**src/rtl/mem_arbiter_pkg.sv**
```systemverilog
// Shared types for the instruction/data memory arbiter.
package mem_arbiter_pkg;

    typedef enum logic [1:0] {
        IDLE    = 2'd0,
        IF_BUSY = 2'd1,
        DM_BUSY = 2'd2
    } state_e;

    typedef enum logic [1:0] {
        GNT_NONE = 2'd0,
        GNT_IF   = 2'd1,
        GNT_DM   = 2'd2
    } gnt_e;

    // Bits needed to hold a counter that reaches max_val.
    function automatic int cnt_w(input int max_val);
        return (max_val < 1) ? 1 : $clog2(max_val + 1);
    endfunction

endpackage

```
**src/rtl/mem_arbiter_if.sv**
```systemverilog
// Requester and memory-bus signals of the arbiter. The master view is the
// arbiter itself; the slave view is the CPU stages plus the memory model.
interface mem_arbiter_if #(
    parameter int ADDR_W = 32,
    parameter int DATA_W = 32
);
    localparam int BE_W = DATA_W / 8;

    logic              if_req;
    logic [ADDR_W-1:0] if_addr;
    logic [DATA_W-1:0] if_rdata;
    logic              if_ack;

    logic              dm_req;
    logic              dm_we;
    logic [BE_W-1:0]   dm_be;
    logic [ADDR_W-1:0] dm_addr;
    logic [DATA_W-1:0] dm_wdata;
    logic [DATA_W-1:0] dm_rdata;
    logic              dm_ack;

    logic              mem_req;
    logic              mem_we;
    logic [BE_W-1:0]   mem_be;
    logic [ADDR_W-1:0] mem_addr;
    logic [DATA_W-1:0] mem_wdata;
    logic [DATA_W-1:0] mem_rdata;
    logic              mem_ready;
    logic              bus_err;

    modport master (
        input  if_req, if_addr,
        output if_rdata, if_ack,
        input  dm_req, dm_we, dm_be, dm_addr, dm_wdata,
        output dm_rdata, dm_ack,
        output mem_req, mem_we, mem_be, mem_addr, mem_wdata,
        input  mem_rdata, mem_ready,
        output bus_err
    );

    modport slave (
        output if_req, if_addr,
        input  if_rdata, if_ack,
        output dm_req, dm_we, dm_be, dm_addr, dm_wdata,
        input  dm_rdata, dm_ack,
        input  mem_req, mem_we, mem_be, mem_addr, mem_wdata,
        output mem_rdata, mem_ready,
        input  bus_err
    );

endinterface

```
**src/rtl/mem_arbiter_grant.sv**
```systemverilog
// Combinational grant decision: data port has priority unless the fetch port
// has already been passed over STARVE_MAX times in a row.
module mem_arbiter_grant
    import mem_arbiter_pkg::*;
#(
    parameter int STARVE_MAX = 2,
    parameter int SW         = cnt_w(STARVE_MAX)
) (
    input  logic          if_req,
    input  logic          dm_req,
    input  logic [SW-1:0] starve_cnt,
    output gnt_e          gnt
);

    // Priority select with the starvation override for the fetch port.
    always_comb begin
        gnt = GNT_NONE;
        if (dm_req && !(if_req && (starve_cnt == SW'(STARVE_MAX))))
            gnt = GNT_DM;
        else if (if_req)
            gnt = GNT_IF;
    end

endmodule

```
**src/rtl/mem_arbiter.sv**
```systemverilog
// Shares one variable-latency memory bus between the fetch and data ports.
// One transaction in flight at a time; registered acks, read data and
// timeout abort with bus_err.
module mem_arbiter
    import mem_arbiter_pkg::*;
#(
    parameter int ADDR_W     = 32,
    parameter int DATA_W     = 32,
    parameter int TIMEOUT    = 15,
    parameter int STARVE_MAX = 2
) (
    input  logic          clk,
    input  logic          reset,
    mem_arbiter_if.master bus
);

    localparam int BE_W = DATA_W / 8;
    localparam int TW   = cnt_w(TIMEOUT);
    localparam int SW   = cnt_w(STARVE_MAX);
    localparam logic [TW-1:0] TMO_LAST = TW'(TIMEOUT - 1);

    state_e            state, state_nxt;
    gnt_e              gnt;
    logic              if_m, dm_m;
    logic              busy, done, abort, granted;
    logic [SW-1:0]     starve_cnt;
    logic [TW-1:0]     tmo_cnt;

    logic              lat_req;
    logic              lat_we;
    logic [BE_W-1:0]   lat_be;
    logic [ADDR_W-1:0] lat_addr;
    logic [DATA_W-1:0] lat_wdata;

    // A request acked this cycle is still high but already served.
    assign if_m    = bus.if_req & ~bus.if_ack;
    assign dm_m    = bus.dm_req & ~bus.dm_ack;
    assign busy    = (state != IDLE);
    assign done    = busy & bus.mem_ready;
    // Abort when this idle-bus cycle would bring the count to TIMEOUT.
    assign abort   = busy & ~bus.mem_ready & (tmo_cnt == TMO_LAST);
    assign granted = (state == IDLE) & (gnt != GNT_NONE);

    mem_arbiter_grant #(.STARVE_MAX(STARVE_MAX), .SW(SW)) u_grant (
        .if_req     (if_m),
        .dm_req     (dm_m),
        .starve_cnt (starve_cnt),
        .gnt        (gnt)
    );

    assign bus.mem_req   = lat_req;
    assign bus.mem_we    = lat_we;
    assign bus.mem_be    = lat_be;
    assign bus.mem_addr  = lat_addr;
    assign bus.mem_wdata = lat_wdata;

    // State register.
    always_ff @(posedge clk or negedge reset) begin
        if (!reset) state <= IDLE;
        else        state <= state_nxt;
    end

    // Next state: grant from IDLE, return on completion or abort.
    always_comb begin
        state_nxt = state;
        case (state)
            IDLE: begin
                if (gnt == GNT_IF)      state_nxt = IF_BUSY;
                else if (gnt == GNT_DM) state_nxt = DM_BUSY;
            end
            IF_BUSY, DM_BUSY: begin
                if (done || abort) state_nxt = IDLE;
            end
            default: state_nxt = IDLE;
        endcase
    end

    // Starvation count: DM wins while IF waits; any IF grant or idle IF clears.
    always_ff @(posedge clk or negedge reset) begin
        if (!reset)
            starve_cnt <= '0;
        else if (!if_m || (granted && gnt == GNT_IF))
            starve_cnt <= '0;
        else if (granted && gnt == GNT_DM)
            starve_cnt <= starve_cnt + SW'(1);
    end

    // Timeout count of busy cycles without mem_ready.
    always_ff @(posedge clk or negedge reset) begin
        if (!reset)                    tmo_cnt <= '0;
        else if (granted)              tmo_cnt <= '0;
        else if (busy && !bus.mem_ready) tmo_cnt <= tmo_cnt + TW'(1);
    end

    // Latch the granted request; it drives the bus until completion.
    always_ff @(posedge clk or negedge reset) begin
        if (!reset) begin
            lat_req   <= 1'b0;
            lat_we    <= 1'b0;
            lat_be    <= '0;
            lat_addr  <= '0;
            lat_wdata <= '0;
        end else if (granted) begin
            lat_req <= 1'b1;
            if (gnt == GNT_IF) begin
                lat_we    <= 1'b0;
                lat_be    <= '1;
                lat_addr  <= bus.if_addr;
                lat_wdata <= '0;
            end else begin
                lat_we    <= bus.dm_we;
                lat_be    <= bus.dm_be;
                lat_addr  <= bus.dm_addr;
                lat_wdata <= bus.dm_wdata;
            end
        end else if (done || abort) begin
            lat_req <= 1'b0;
        end
    end

    // Response side: one-cycle acks, read data capture, zero data on abort.
    always_ff @(posedge clk or negedge reset) begin
        if (!reset) begin
            bus.if_ack   <= 1'b0;
            bus.dm_ack   <= 1'b0;
            bus.bus_err  <= 1'b0;
            bus.if_rdata <= '0;
            bus.dm_rdata <= '0;
        end else begin
            bus.if_ack  <= (state == IF_BUSY) & (done | abort);
            bus.dm_ack  <= (state == DM_BUSY) & (done | abort);
            bus.bus_err <= abort;
            if (state == IF_BUSY) begin
                if (done)       bus.if_rdata <= bus.mem_rdata;
                else if (abort) bus.if_rdata <= '0;
            end
            if (state == DM_BUSY) begin
                if (done && !lat_we) bus.dm_rdata <= bus.mem_rdata;
                else if (abort)      bus.dm_rdata <= '0;
            end
        end
    end

endmodule
```
**src/flat_wrapper.sv**
```systemverilog
// flat-port wrapper written by rule: the top's interface ports become plain ports
module mem_arbiter_flat import mem_arbiter_pkg::*;
#(
    parameter int ADDR_W     = 32,
    parameter int DATA_W     = 32,
    parameter int TIMEOUT    = 15,
    parameter int STARVE_MAX = 2
)
  (clk, reset, bus_if_req, bus_if_addr, bus_if_rdata, bus_if_ack, bus_dm_req, bus_dm_we, bus_dm_be, bus_dm_addr, bus_dm_wdata, bus_dm_rdata, bus_dm_ack, bus_mem_req, bus_mem_we, bus_mem_be, bus_mem_addr, bus_mem_wdata, bus_mem_rdata, bus_mem_ready, bus_bus_err);
  mem_arbiter_if #(.ADDR_W(ADDR_W), .DATA_W(DATA_W)) bus_i ();
  input  logic clk;
  input  logic reset;
  input wire logic [$bits(bus_i.if_req)-1:0] bus_if_req;
  input wire logic [$bits(bus_i.if_addr)-1:0] bus_if_addr;
  output wire logic [$bits(bus_i.if_rdata)-1:0] bus_if_rdata;
  output wire logic [$bits(bus_i.if_ack)-1:0] bus_if_ack;
  input wire logic [$bits(bus_i.dm_req)-1:0] bus_dm_req;
  input wire logic [$bits(bus_i.dm_we)-1:0] bus_dm_we;
  input wire logic [$bits(bus_i.dm_be)-1:0] bus_dm_be;
  input wire logic [$bits(bus_i.dm_addr)-1:0] bus_dm_addr;
  input wire logic [$bits(bus_i.dm_wdata)-1:0] bus_dm_wdata;
  output wire logic [$bits(bus_i.dm_rdata)-1:0] bus_dm_rdata;
  output wire logic [$bits(bus_i.dm_ack)-1:0] bus_dm_ack;
  output wire logic [$bits(bus_i.mem_req)-1:0] bus_mem_req;
  output wire logic [$bits(bus_i.mem_we)-1:0] bus_mem_we;
  output wire logic [$bits(bus_i.mem_be)-1:0] bus_mem_be;
  output wire logic [$bits(bus_i.mem_addr)-1:0] bus_mem_addr;
  output wire logic [$bits(bus_i.mem_wdata)-1:0] bus_mem_wdata;
  input wire logic [$bits(bus_i.mem_rdata)-1:0] bus_mem_rdata;
  input wire logic [$bits(bus_i.mem_ready)-1:0] bus_mem_ready;
  output wire logic [$bits(bus_i.bus_err)-1:0] bus_bus_err;
  assign bus_i.if_req = bus_if_req;
  assign bus_i.if_addr = bus_if_addr;
  assign bus_if_rdata = bus_i.if_rdata;
  assign bus_if_ack = bus_i.if_ack;
  assign bus_i.dm_req = bus_dm_req;
  assign bus_i.dm_we = bus_dm_we;
  assign bus_i.dm_be = bus_dm_be;
  assign bus_i.dm_addr = bus_dm_addr;
  assign bus_i.dm_wdata = bus_dm_wdata;
  assign bus_dm_rdata = bus_i.dm_rdata;
  assign bus_dm_ack = bus_i.dm_ack;
  assign bus_mem_req = bus_i.mem_req;
  assign bus_mem_we = bus_i.mem_we;
  assign bus_mem_be = bus_i.mem_be;
  assign bus_mem_addr = bus_i.mem_addr;
  assign bus_mem_wdata = bus_i.mem_wdata;
  assign bus_i.mem_rdata = bus_mem_rdata;
  assign bus_i.mem_ready = bus_mem_ready;
  assign bus_bus_err = bus_i.bus_err;
  mem_arbiter #(.ADDR_W(ADDR_W), .DATA_W(DATA_W), .TIMEOUT(TIMEOUT), .STARVE_MAX(STARVE_MAX)) u_core (.clk(clk), .reset(reset), .bus(bus_i));
endmodule
```
**config.mk**
```make
export PLATFORM = sky130hd
export DESIGN_NAME = mem_arbiter_flat
export DESIGN_NICKNAME = d
export VERILOG_FILES = /design/src/rtl/mem_arbiter_pkg.sv /design/src/rtl/mem_arbiter_if.sv /design/src/rtl/mem_arbiter_grant.sv /design/src/rtl/mem_arbiter.sv /design/src/flat_wrapper.sv
export SDC_FILE = /design/constraint.sdc
export NUM_CORES = 1
export LEC_CHECK = 0
export CAP_MARGIN = 10
export CORE_UTILIZATION = 44
export DETAILED_ROUTE_END_ITERATION = 7
export PLACE_DENSITY = 0.81
export SETUP_SLACK_MARGIN = 0.05
export SLEW_MARGIN = 40
export SYNTH_ARGS = -nofsm -noshare
export SYNTH_HDL_FRONTEND = slang
export SYNTH_SLANG_ARGS = --single-unit
export TNS_END_PERCENT = 50
```
**constraint.sdc**
```tcl
create_clock -name clk -period 4.9 [get_ports clk]
set_input_delay 0.49 -clock clk [delete_from_list [all_inputs] [get_ports clk]]
set_output_delay 0.49 -clock clk [all_outputs]
set_load 0.1 [all_outputs]
```
==> flow_summary.json <==
{
  "numPortBuffers": 274,
  "utilization_pct": 67.7,
  "synth_compound_area_share_pct": 21.0,
  "rsz0062_at_grt": "no",
  "synth_cell_types": 42,
  "ys_ff_latch": 145,
  "status": "completed",
  "synth_simple_gate_area_share_pct": 11.0,
  "cts_hold_buf": 0,
  "path_cells": "inv_1 > ha_1 > and3b_2 > and2_2 > a22o_1",
  "drv_cap": 0,
  "wl_mm": 18.1,
  "avgSynthCellArea_um2": 12.0,
  "cts_tree": "done",
  "dieArea_um2": 13700,
  "routabilityCongestion": 0.790,
  "grt_use_total_pct": 26.7,
  "final_net_count": 888,
  "grt_overflow": 0,
  "post-cts-setup-buffer-count": 0,
  "period_minus_slack_ns": 2.68,
  "max_freq_ghz": 0.373,
  "cts-root-buf": "clkbuf_16",
  "hold_viol": 0,
  "worst-path-buf-inv": 1,
  "rr_worst_depth": 5,
  "reg2reg_slack_ns": 2.22,
  "die_x_um": 117,
  "final_antenna_net_count": 0,
  "drt_iter0_drc": 433,
  "cp_max_fo": 33,
  "htree_levels": 4,
  "grt_pass1_wl_mm": 27.3,
  "boundaryPins": 275,
  "synth_fp_nets": 629,
  "slowest_stage": "and2_2",
  "cts_buffers": 17,
  "cp.required_ns": 5.25,
  "area_growth_pct": 48.3,
  "worstMarginPinSlew_ns": 0.741,
  "clock_latency_ns": 0.42,
  "mappedNetlistArea_um2": 5810,
  "setup_tns_ns": 0,
  "clk_pin_slew_worst_paths_ns": 0.06,
  "slew_headroom_pct": 50.6,
  "synthCells": 485,
  "remaining_drc_errors": 0,
  "hold_path.class": "in2async",
  "yosysWarnings": 0,
  "synth_xor_area_share_pct": 0.151,
  "r2r-end": "u_core.bus.mem_wdata[10]$_DFFE_PN0N_",
  "grt_pass1_vias": 5073,
  "synth-main-ff-cell": "dfrtp_1",
  "initial_core_util_pct": 45.7,
  "path_class": "reg2reg",
  "crit_arrival_ns": 3.03,
  "finalSetupViolations": 0,
  "synth_top_family_by_area": "compound AO/OA/AOI/OAI gates",
  "dr.pass1.iters": 6,
  "hpwl_mm": 12.5,
  "antenna_found_initial": 1,
  "synth.area.mux_share_pct": 0,
  "cp-start-kind": "register",
  "finalCritPeriodShare_pct": 54.7,
  "cts_buffer_depth": 2,
  "end_kind": "register",
  "grt_max_degree": 95,
  "synth_adder_area_share_pct": 1.29,
  "synth_edf_count": 0,
  "avgViaCountPerCell": 5.49,
  "cp_top_family": "simple AND/OR/NAND/NOR gates",
  "cpPeakStageDelay_ns": 0.66,
  "vias": 5106,
  "cts_resized": 0,
  "die_h_um": 117,
  "num_rows": 41,
  "skew_ns": 0.0100,
  "drive_above_1_share_pct": 25.1,
  "seq_area_frac_synth_pct": 62.4,
  "fp.coreArea_um2": 12700,
  "routedWlPerCell_um": 19.4,
  "clock_sinks": 145,
  "r2r-start": "u_core.state[0]$_DFFE_PN0P_",
  "async_reset_ff_share_pct": 100,
  "n_fill_cell": 992,
  "maxSlewViolCount": 0
}
area by class of cell:
type / instances / area, µm² / share of cell area, %
sequential: 145 / 3630 / 42.1
timing repair buffer: 283 / 2130 / 24.7
multi-input combinational: 288 / 1980 / 23.0
clock buffer: 21 / 470 / 5.46
tap: 172 / 215 / 2.50
clock inverter: 11 / 150 / 1.74
inverter: 9 / 33.8 / 0.392
antenna: 1 / 2.50 / 0.0290
placed cells by master (no fill, tap or decap), types with 4 or more instances in the layout:
cell,instances
a21oi_1,6
and3_1,32
inv_1,8
nand2_1,70
clkbuf_16,17
o21ai_0,35
a22o_1,65
o211ai_1,6
dfrtp_1,145
clkdlybuf4s50_1,136
clkbuf_8,4
buf_4,8
buf_2,137
ha_1,6
a221o_1,30
Yosys cell counts (2+ instances only):
master,n,area share [%]
dfrtp_1,145,62
nand2_1,70,4.5
a22o_1,65,9.8
o21ai_0,36,3.1
and3_1,32,3.4
a221o_1,30,5.2
clkbuf_1,28,1.8
buf_2,11,0.95
inv_1,8,0.52
a21oi_1,6,0.52
ha_1,6,1.3
o211ai_1,6,0.78
buf_6,4,0.78
nand3_1,3,0.26
nor2_1,3,0.19
a211o_2,2,0.34
nand2b_1,2,0.22
nand3b_1,2,0.26
o32ai_1,2,0.30
or3_1,2,0.22
worst max-delay path by stage:
stage                                           start                              endpoint  slack (ns)  depth (start not counted)
final                     u_core.state[0]$_DFFE_PN0P_  u_core.bus.mem_wdata[10]$_DFFE_PN0N_        2.22                          5
after global routing      u_core.state[0]$_DFFE_PN0P_  u_core.bus.mem_wdata[10]$_DFFE_PN0N_        2.01                          5
after CTS                 u_core.state[0]$_DFFE_PN0P_   u_core.bus.mem_wdata[4]$_DFFE_PN0N_        2.23                          5
after detailed placement  u_core.state[0]$_DFFE_PN0P_  u_core.bus.mem_wdata[10]$_DFFE_PN0N_        2.26                          5
after global placement                     bus_if_req   u_core.bus.mem_wdata[1]$_DFFE_PN0N_        1.99                          4
after floorplan           u_core.bus.dm_ack$_DFF_PN0_   u_core.bus.mem_addr[10]$_DFFE_PN0N_        2.72                          6
flip-flops by register name (all words and copies together) (netlist names), 2 cells and up:
register,cells
u_core.bus.dm_rdata,32
u_core.bus.if_rdata,32
u_core.bus.mem_addr,32
u_core.bus.mem_wdata,32
u_core.bus.mem_be,4
u_core.tmo_cnt,4
u_core.starve_cnt,2
u_core.state,2
routing by layer:
metal	share of wire (%)	global-route usage, %	wire [µm]	vias to the layer above
met5	0	0	0	-
met2	49	43.8	8860	244
li1	-	-	-	2301
met4	3.5	14.3	632	0
met3	10	10.5	1840	40
met1	37	30.2	6720	2521
per-stage QoR:
step / instances / cell area [µm²] / hold WS [ns] / setup WS (ns)
floorplan: 485 / 5810 / 0.194 / 2.72
global placement: 895 / 8650 / 0.487 / 1.99
detailed placement: 897 / 7990 / 0.485 / 2.26
CTS: 929 / 8610 / 0.187 / 2.23
global route: 930 / 8610 / 0.190 / 2.01
finish: 930 / 8610 / 0.142 / 2.22
kinds of logic after synthesis:
| group | after synthesis |
|---|---|
| DFF | 145 |
| xor gates and xnor gates | 1 |
| AOI/OAI and AO/OA | 154 |
| adders and majority gates | 6 |
| buffers and inverters | 52 |
| and+or+nand+nor | 127 |
Power is left out: the tool's default activity adds up to more than one toggle a clock period on the data nets, which glitch-free logic cannot reach.
